`src/rtl/instr_decoder.sv`:
```
// Instruction front end: decodes raw words into a one-hot opcode vector and
// holds them in a two-entry buffer, with an optional stall on illegal opcodes.
module instr_decoder #(
   parameter int INSTR_W         = 16,
   parameter bit HALT_ON_ILLEGAL = 1'b1
) (
   input  logic               clk,
   input  logic               rst_n,
   input  logic               instr_valid,
   output logic               instr_ready,
   input  logic [INSTR_W-1:0] instr,
   output logic               dec_valid,
   input  logic               dec_ready,
   output logic [63:0]        onehot,
   output logic [INSTR_W-7:0] operand,
   output logic               illegal,
   output logic               halted,
   input  logic               clr_halt,
   output logic [7:0]         illegal_cnt
);

   localparam int OP_W = INSTR_W - 6;

   // Handshake: a transfer happens on a rising edge where valid and ready are
   // both high; ready is a function of registered state only.
   typedef enum logic {
      RUN  = 1'b0,
      HALT = 1'b1
   } state_t;

   state_t          state;
   logic [63:0]     oh_mem  [2];
   logic [OP_W-1:0] op_mem  [2];
   logic            ill_mem [2];
   logic            wr_ptr;
   logic            rd_ptr;
   logic [1:0]      count;

   logic            accept;
   logic            pop;
   logic            pop_illegal;
   logic [5:0]      opc;
   logic [63:0]     wr_onehot;
   logic            wr_illegal;

   assign opc = instr[INSTR_W-1 -: 6];

   // Decoding happens on the way in so the head entry is ready-made.
   always_comb begin
      wr_onehot  = '0;
      wr_illegal = 1'b1;
      case (opc)
         6'd4, 6'd25, 6'd12, 6'd13, 6'd14, 6'd59: begin
            wr_onehot  = 64'd1 << opc;
            wr_illegal = 1'b0;
         end
         default: begin
            wr_onehot  = '0;
            wr_illegal = 1'b1;
         end
      endcase
   end

   assign instr_ready = (count != 2'd2) && (state == RUN);
   assign dec_valid   = (count != 2'd0);
   assign accept      = instr_valid && instr_ready;
   assign pop         = dec_valid && dec_ready;
   assign pop_illegal = pop && ill_mem[rd_ptr];

   assign onehot  = dec_valid ? oh_mem[rd_ptr] : 64'd0;
   assign operand = dec_valid ? op_mem[rd_ptr] : '0;
   assign illegal = dec_valid && ill_mem[rd_ptr];
   assign halted  = (state == HALT);

   always_ff @(posedge clk or negedge rst_n) begin
      if (!rst_n) begin
         wr_ptr     <= 1'b0;
         rd_ptr     <= 1'b0;
         count      <= 2'd0;
         oh_mem[0]  <= '0;
         oh_mem[1]  <= '0;
         op_mem[0]  <= '0;
         op_mem[1]  <= '0;
         ill_mem[0] <= 1'b0;
         ill_mem[1] <= 1'b0;
      end else begin
         if (accept) begin
            oh_mem[wr_ptr]  <= wr_onehot;
            op_mem[wr_ptr]  <= instr[OP_W-1:0];
            ill_mem[wr_ptr] <= wr_illegal;
            wr_ptr          <= ~wr_ptr;
         end
         if (pop) begin
            rd_ptr <= ~rd_ptr;
         end
         if (accept && !pop) begin
            count <= count + 2'd1;
         end else if (pop && !accept) begin
            count <= count - 2'd1;
         end
      end
   end

   // An illegal pop outranks a simultaneous clr_halt.
   always_ff @(posedge clk or negedge rst_n) begin
      if (!rst_n) begin
         state <= RUN;
      end else begin
         case (state)
            RUN: begin
               if (pop_illegal && HALT_ON_ILLEGAL) begin
                  state <= HALT;
               end
            end
            HALT: begin
               if (clr_halt && !pop_illegal) begin
                  state <= RUN;
               end
            end
            default: state <= RUN;
         endcase
      end
   end

   always_ff @(posedge clk or negedge rst_n) begin
      if (!rst_n) begin
         illegal_cnt <= 8'd0;
      end else if (pop_illegal && (illegal_cnt != 8'd255)) begin
         illegal_cnt <= illegal_cnt + 8'd1;
      end
   end

endmodule
```
`config.mk`:
```
export PLATFORM = sky130hd
export DESIGN_NAME = instr_decoder
export DESIGN_NICKNAME = d
export VERILOG_FILES = /design/src/rtl/instr_decoder.sv
export SDC_FILE = /design/constraint.sdc
export NUM_CORES = 1
export LEC_CHECK = 0
export BUFFER_PORTS_ARGS = -buffer_cell sky130_fd_sc_hd__buf_2
export CAP_MARGIN = 0
export CORE_MARGIN = 4
export CORE_UTILIZATION = 25
export CTS_BUF_LIST = sky130_fd_sc_hd__clkbuf_4
export CTS_CLUSTER_SIZE = 10
export DETAILED_ROUTE_END_ITERATION = 6
export GPL_TIMING_DRIVEN = 0
export PLACE_DENSITY = 0.54
export SYNTH_ARGS = -nofsm -noshare
export SYNTH_HDL_FRONTEND = slang
export SYNTH_SLANG_ARGS = --single-unit
```
`constraint.sdc`:
```
create_clock -name clk -period 2.6 [get_ports clk]
set_clock_uncertainty 0.1 [all_clocks]
set_input_delay 0.52 -clock clk [delete_from_list [all_inputs] [get_ports clk]]
set_output_delay 0.52 -clock clk [all_outputs]
set_load 0.05 [all_outputs]
```
### After elaboration in Yosys (flattened, before gate mapping)

Index checks and enable logic that the tools add are counted.

* input port bits: 21
* logic and storage cells: 74
* output and inout port bits: 86
* flip-flop bits (word level): 163

* mux-type cells: 27
* reductions and logical operators: 16
* $lt $le $gt $ge: 3
* bitwise logic cells: 5
* shift operators: 1
* add/sub/neg operators: 3
* equal/unequal tests: 8

Operators with widths (number)
* 64-bit two-way mux: 6
* 128-bit bitwise mux: 1
* 64-bit demux with 1-bit select: 1
* 1-bit by 6-bit left shift with 64-bit output, first input constant: 1
* 10-bit two-way mux: 5
* 20-bit bitwise mux: 1
* 6-bit by 4-bit == test with 1-bit output, second input constant: 3
* 10-bit demux with 1-bit select: 1
* 1-bit logical AND: 10
* 8-bit by 1-bit adder with 8-bit output, second input constant: 1
* 8-bit inequality test, second input constant: 1
* 1-bit two-way mux: 7
* 6-bit by 3-bit == test with 1-bit output, second input constant: 1
* 6-bit by 5-bit == test with 1-bit output, second input constant: 1
* 6-bit == test, second input constant: 1
* 6-bit OR reduction: 1
* 2-bit >= comparator, second input constant: 2
* 2-bit two-way mux: 2
* 1-bit NOT with 2-bit output: 2
* 2-bit nonzero test: 2
* 1-bit zero test: 3
* 1-bit NOT: 3
* 2-bit by 1-bit adder with 2-bit output, second input constant: 1
* 2-bit bitwise mux: 1
* 5 further kinds: 5

### Logic depth before layout (Yosys ltp)

Gate-level depths: netlist of run 1.

* word-level depth: 9
* mapped depth: 9
* gate-level depth less buffers: 8

### Worst setup path after synthesis of run 1

OpenSTA, ideal clock, no wires.

* path type: reg2reg
* start point: register state, in the netlist halted
* end point: register count[1]
* setup time: 0.122 ns
* cell stages (with the launch flop): 8
* required time: 2.378 ns
* data arrival time: 2.171 ns
* period minus slack after synthesis: 2.394 ns
* slack: 0.206 ns
* buffers on the path: 0
* cells stage by stage: dfrtp_1 > a21oi_1 > nand2_1 > inv_1 > ha_1 > xor2_1 > nor2_1 > xnor2_1

* longest elaborated chain between the ends: 6
* elaborated cells on any way between the ends: 8
* those cells by class: mux (1); bitwise (1); reduce/logical (6)

Ends and longest elaborated chain
* start: declaration: RTL line 31 `state_t state;`
* start signal: assignment: RTL line 107 `state <= RUN;`
* start signal: assignment: RTL line 112 `state <= HALT;`
* start signal: assignment: RTL line 117 `state <= RUN;`
* 1-bit NOT (*)
* 1-bit logical AND (*): RTL line 64 `assign instr_ready = (count != 2'd2) && (state == RUN);`
* net instr_ready: RTL line 10 `output logic instr_ready,`
* 1-bit logical AND (*): RTL line 66 `assign accept = instr_valid && instr_ready;`
* net accept: RTL line 39 `logic accept;`
* 1-bit zero test: RTL line 98 `end else if (pop && !accept) begin`
* 1-bit logical AND: RTL line 98
* 2-bit nonzero test (no line)
* end signal: assignment: RTL line 97 `count <= count + 2'd1;`
* end signal: assignment: RTL line 99 `count <= count - 2'd1;`
* end: declaration: RTL line 37 `logic [1:0] count;`

Mark *: on every way through the listed nets, which the timed path passes. The rest lies on a longest branch.
A chain may end at the register's enable or synchronous reset.

### Worst setup path in the final report of run 1

* start point: register rd_ptr
* end point: output onehot[13]

* longest elaborated chain between the ends: 5

Ends and longest elaborated chain
* start: declaration: RTL line 36 `logic rd_ptr;`
* start signal: assignment: RTL line 94 `rd_ptr <= ~rd_ptr;`
* 1-bit NOT with 2-bit output (implied by the code): RTL line 70 `assign onehot = dec_valid ? oh_mem[rd_ptr] : 64'd0;`
* 64-bit two-way mux (implied by the code) (3 in series): RTL line 70
* 64-bit two-way mux: RTL line 70
* end: declaration: RTL line 14 `output logic [63:0] onehot,`

No other way between the ends. The select of a mux whose other input is x is not followed.

==> metrics, run 1 <==
critical-path cell list buf_4, mux2i_1, nor2_1, clkbuf_4; Root Buffer clkbuf_4; DRC 0; Final HPWL DP 10.8 mm; max incr delay on CP 0.46 ns; CP max stage cell dfrtp_2; Slew Viols, Final 0; Sequential cell area 4080 µm²; Async SR Flop Fraction 1.00; Startpoint Class flip-flop; TritonCTS clock tree built; detailed-route via count 4433; Worst R2R End oh_mem[126]$_DFFE_PN0P_; top post-synthesis cells by count dfrtp_1 (163), and2_1 (117), nor2_1 (81); Synth Instances ~570; gr usage total 0.110; CTS H-Tree Depth 4; vias in the first global route ~4600; crit path from rd_ptr$_DFFE_PN0P_; Adder-Cell Fraction of Synth Area 0.00367; post-synthesis mux area share 0.156; Critical Path End Type output port; largest net degree at the start of global routing 97; FMAX roughly 0.40 GHz; Ports 107; global-route wire length before repair about 26 mm; input/output buffers around 100; Peak VDD IR 0.000889 V; number of synthesized register bits 163; Area Overhead vs Synth 28.5%; Reg2Reg Depth 5; Post-Synth Simple-Gate Area 0.181; PwrDens about 940 nW/µm²; Netlist cell types 37; Worst Setup Slack, final 0.0980 ns; crit path max fanout 10; post-layout min period 2.50 ns; Hold Startpoint instr[6]; nets 727; Leak 4.43 nW; layout cells sized above 1 0.265; part of the cycle the worst path needs 0.962; Synth top area share 0.598; filler instances 2741; clock latency on the worst-skew pair 0.55 ns; sequential element share of the synthesized area 0.598; Slew @ Worst Pin 0.581 ns; TritonCTS Sinks ~160; slew margin rel. 0.612; worst hold path type input port to flip-flop; Synth Warn # 0; syn_area_per_cell roughly 12 µm²; DP Worst Slack -0.216 ns; worst hold path endpoint op_mem[16]$_DFFE_PN0P_; Die H about 170 µm; CTS Buffer Depth 2; Final Cell Area approximately 8800 µm²; Worst Hold Depth 2; Critical Setup Path Class flip-flop to output port; initial antenna violation count 4; unrepaired setup endpoints after global routing yes; 1st-pass router iterations 4; Cell Area, Placed 7800 µm²; DRT iter0 DRCs roughly 110; XOR/XNOR share of the synthesized area 0.0129; Core ar. 26900 µm²; setup TNS 0 ns; Antenna Nets Post-Route 0; clock buffers created by TritonCTS 17; Area contributors post-synth dfrtp_1 (60%), mux2i_1 (11%), and2_1 (11%), mux2_1 (4.6%), nor2_1 (4.5%); syn_nets roughly 600; RR Startpoint count[0]$_DFFE_PN0P_; Non-Filler Instances 1059; final wirelength 16.2 mm; Worst EP arrival roughly 1.9 ns; Initial Utilization 0.254; Post-synth EDFFs 0; final hold vios 0; Synth Cell Area 6820 µm²; critical path data required time ~2 ns; Routed wire per std cell 15.3 µm; Core Rows 60; Die Area 30000 µm²; Max Cap Viol 0; Vias per Instance between 4 and 5; GR Overflow Total 0; GP Congestion between 0.6 and 0.7; multi-input logic area 2650 µm²; most common cell in the netlist dfrtp_1; Die Width roughly 170 µm; status finished clean; placed cell count ~1000; Post-synth top flop dfrtp_1; # setup viols final 0; Compound-Gate Fraction of Synth Area 0.0204; largest family of logic cells by synthesized area simple AND/OR/NAND/NOR gates; post-synth top area cell dfrtp_1; clk slew on worst S/H paths 0.15 ns; register-to-register path setup slack ~0.53 ns; final core occ 0.326
[sequential cells by signal (all words and copies together) (netlist names)]
register     flops
count            2
halted           1
ill_mem          2
illegal_cnt      8
oh_mem         128
op_mem          20
rd_ptr           1
wr_ptr           1
[where the power goes]
group | internal [W] | leakage (nW) | switching (W) | total, W
sequential | 0.00281 | 2.21 | 0.000198 | 0.00301
combinational | 0.00137 | 2.06 | 0.00220 | 0.00357
clock | 0.000599 | 0.160 | 0.00102 | 0.00162
total | 0.00478 | 4.43 | 0.00342 | 0.00820
[cells in the final DEF (no fill, tap or decap), drive strengths merged, types with 3 or more instances in the layout]
cell,instances
a21oi,3
and2,117
buf,129
clkbuf,33
clkinv,4
dfrtp,163
dlygate4sd3,5
inv,15
mux2,28
mux2i,75
nand2,11
nand2b,3
nand3,4
nor2,81
nor3,3
nor4,3
o21ai,7
xnor2,6
xor2,4
[cell type report]
| type | count | area share |
|---|---|---|
| Clock buffer | 17 | 0.0146 |
| Inverter | 7 | 0.00300 |
| Clock inverter | 15 | 0.0191 |
| Antenna cell | 1 | 0.000286 |
| Multi-Input combinational cell | 365 | 0.303 |
| Sequential cell | 163 | 0.466 |
| Tap cell | 341 | 0.0487 |
| Buffer | 34 | 0.0350 |
| Timing Repair Buffer | 116 | 0.110 |
[how the worst max path moves through the flow]
stage	endpoint	slack (ns)	cells past startpoint
5_1_grt	operand[0]	-0.05	6
3_3_place_gp	illegal_cnt[6]$_DFFE_PN0P_	-1.76	1
3_5_place_dp	operand[7]	-0.22	6
2_1_floorplan	count[1]$_DFFE_PN0P_	0.21	7
4_1_cts	operand[7]	0.0003	6
6_report	onehot[13]	0.1	4
[routing by layer]
metal,routed length [µm],track usage
met4,152,0.0273
met3,803,0.0363
met1,8260,0.160
met5,49,0
met2,6940,0.158
[cell families after synthesis]
logic type | Yosys count
adders and majority gates | 2
and+or+nand+nor | 231
DFF | 163
AOI/OAI and AO/OA | 19
muxes | 103
xor gates and xnor gates | 10
buffers and inverters | 43
[critical path: cells and delay by family, from the launching register on]
| family | cells | cell delay [ns] |
|---|---|---|
| flops | 1 | 0.46 |
| buf+inv | 2 | 0.49 |
| simple gates | 1 | 0.21 |
| mux | 1 | 0.17 |
[timing repair]
action	4_1_cts	5_1_grt
hold buffers	3	2
gates cloned	0	1
pin swaps	2	1
gates resized for setup	61	152
hold endpoints to repair	69	3
setup endpoints to repair	76	63
buffers inserted	4	1
[through the flow]
stage / power, W / hold WS, ns
floorplan: 0.00517 / 0.124
global placement: 0.00602 / 0.364
detailed placement: 0.00605 / 0.365
CTS: 0.00805 / 0.00492
global route: 0.00873 / 0.000122
finish: 0.00820 / 0.0776
(Power assumes the default switching activity.)
==> run 2: changes to the inputs <==
--- a/config.mk
+++ b/config.mk
@@ -13,7 +13,6 @@
 export CTS_CLUSTER_SIZE = 10
 export DETAILED_ROUTE_END_ITERATION = 6
 export GPL_TIMING_DRIVEN = 0
-export PLACE_DENSITY = 0.54
 export SYNTH_ARGS = -nofsm -noshare
 export SYNTH_HDL_FRONTEND = slang
 export SYNTH_SLANG_ARGS = --single-unit
==> metrics, run 2 (same netlist as run 1, synthesis figures left out) <==
status finished clean; global-route track usage on met3 0.0363 (unchanged); Core ar. 26900 µm² (unchanged); clock buffers created by TritonCTS 17 (unchanged); Worst R2R End oh_mem[126]$_DFFE_PN0P_; gr busiest metal met2; nets 727 (unchanged); clk slew on worst S/H paths 0.15 ns (about the same); global-route wire length before repair 26.3 mm (+0.87%); Worst Setup Slack, final 0.132 ns (+0.0342 ns); Vias per Instance 4.19 (about the same); Routed wire per std cell 15.3 µm (-0.28%); Initial Utilization 0.254 (unchanged); detailed-route via count 4432 (-0.023%); Slew @ Worst Pin 0.684 ns (+0.102 ns); input/output buffers 104 (unchanged); TritonCTS Sinks 163 (unchanged); Die H 173 µm (unchanged); Seq pwr share 0.373 (+0.006); DP Worst Slack -0.287 ns (-0.0715 ns); placed cell count 1017 (unchanged); RR Startpoint count[0]$_DFFE_PN0P_; # setup viols final 0 (unchanged); final wirelength 16.1 mm (-0.37%); critical path data required time 1.98 ns (about the same); most common cell after layout, fill and taps aside dfrtp_1; Die Area 30000 µm² (unchanged); Cell Area, Placed 7800 µm² (unchanged); setup TNS 0 ns (unchanged); clock latency on the worst-skew pair 0.54 ns (about the same); CTS Buffer Depth 2 (unchanged); Antenna Nets Post-Route 0 (unchanged); Non-Filler Instances 1058 (-0.094%); FMAX 0.405 GHz (+1.4%); post-layout min period 2.47 ns (-0.0342 ns); Critical Setup Path Class flip-flop to output port; Max Cap Viol 0 (unchanged); filler instances 2780 (+1.4%); DRT iter0 DRCs 176 (+59%); final hold vios 0 (unchanged); worst hold path endpoint op_mem[19]$_DFFE_PN0P_; Critical Path End Type output port; multi-input logic area 2610 µm² (-1.6%); DRC 0 (unchanged); Core Rows 60 (unchanged); switching share of power 0.408 (-0.00839); commonest non-fill, non-tap cells in the layout dfrtp_1 (162), and2_1 (117), nor2_1 (77); initial antenna violation count 5 (+1); clock power share 0.187 (-0.011); slew margin rel. 0.544 (-0.0682); Leak 4.39 nW (-0.86%); max reg flops 128 (unchanged); Area Overhead vs Synth 25.6%; register-to-register path setup slack 0.34 ns (-0.19 ns); CTS H-Tree Depth 4 (unchanged); GP Congestion 0.690 (+1.4%); Worst Hold Depth 2 (unchanged); part of the cycle the worst path needs 0.949 (-0.0131); 1st-pass router iterations 5 (+1); GR Overflow Total 0 (unchanged); net switching power figure 0.00327 W (-4.3%); Ports 107 (unchanged); Hold Startpoint instr[9]; Peak VDD IR 0.000748 V (-16%); Reg2Reg Depth 5 (unchanged); Worst EP arrival 1.85 ns (-0.03 ns); gr usage total 0.111 (+0.000981); largest net degree at the start of global routing 96 (-1.0%); GR met1 Demand/Resource 0.152 (-0.00823); biggest regs oh_mem: 128 flops, op_mem: 20 flops, illegal_cnt: 8 flops; Root Buffer clkbuf_4; Sequential cell area 4080 µm² (about the same); vias in the first global route 4678 (+2.3%); Largest Register oh_mem; Slew Viols, Final 0 (unchanged); Final Cell Area 8560 µm² (-2.2%); worst hold path type input port to flip-flop; Internal Power 0.00474 W (-0.93%); Comb pwr share 0.440 (+0.004); PwrDens 936 nW/µm² (-0.12%); Die Width 173 µm (unchanged); layout cells sized above 1 0.260 (-0.00522); Final HPWL DP 10.9 mm (+0.87%); unrepaired setup endpoints after global routing yes; Startpoint Class flip-flop; crit path max fanout 10 (unchanged); TritonCTS clock tree built; met2 Use GR 0.169 (+0.0107)
run 2: worst max-delay path by stage:
stage | from | end | slack (ns) | cells after the start
final | rd_ptr$_DFFE_PN0P_ | onehot[14] | 0.13 | 5
after global routing | rd_ptr$_DFFE_PN0P_ | onehot[36] | -0.01 | 6
after CTS | count[0]$_DFFE_PN0P_ | onehot[50] | -0.06 | 6
after detailed placement | count[0]$_DFFE_PN0P_ | operand[7] | -0.29 | 6
after global placement | rst_n | illegal_cnt[6]$_DFFE_PN0P_ | -1.72 | 1
after floorplan | halted$_DFF_PN0_ | count[1]$_DFFE_PN0P_ | 0.21 | 7
run 2: area by class of cell:
cell class | instances | share of cell area
flip-flops and latches | 163 | 0.477
multi-input cells | 365 | 0.305
repair buffers | 115 | 0.0997
well taps | 341 | 0.0498
plain buffers | 35 | 0.0348
clock buffers | 20 | 0.0175
clock inverters | 11 | 0.0133
inverters | 7 | 0.00307
diodes | 1 | 0.000292
run 2: per-layer routing:
layer  vias to the layer above  routed length [µm]
met5                         -                  55
met4                         8                 189
met3                        19                 768
met2                        84                7240
met1                      2176                7900
li1                       2145                   -
run 2: per-stage QoR:
step	power, W	hold slack, ns	util
2_1_floorplan	0.00517	0.124	-
3_3_place_gp	0.00600	0.361	0.289
3_5_place_dp	0.00604	0.369	0.290
4_1_cts	0.00799	0.00393	0.312
5_1_grt	0.00849	0.0279	0.319
6_report	0.00801	0.0836	0.319
run 2: worst max-delay path, cell delays in order (launching register included):
cell	delay [ns]
dfrtp_1	0.34
buf_4	0.13
buf_4	0.23
mux2i_2	0.34
nor2_1	0.07
buf_2	0.21
run 2: power groups by stage:
stage	logic, W	registers (W)	clock network [W]
2_1_floorplan	0.00203	0.00314	0
3_3_place_gp	0.00299	0.00302	0
3_5_place_dp	0.00301	0.00303	0
4_1_cts	0.00342	0.00299	0.00158
5_1_grt	0.00380	0.00303	0.00167
6_report	0.00352	0.00299	0.00150
run 2: what timing repair did:
action | in CTS | in global routing
setup endpoints to repair | 76 | 63
endpoints found under the hold margin | 69 | 0
buffers inserted | 4 | 3
hold buffers | 2 | 0
pin swaps | 1 | 1
cloned | 1 | 0
resized for setup | 76 | 65
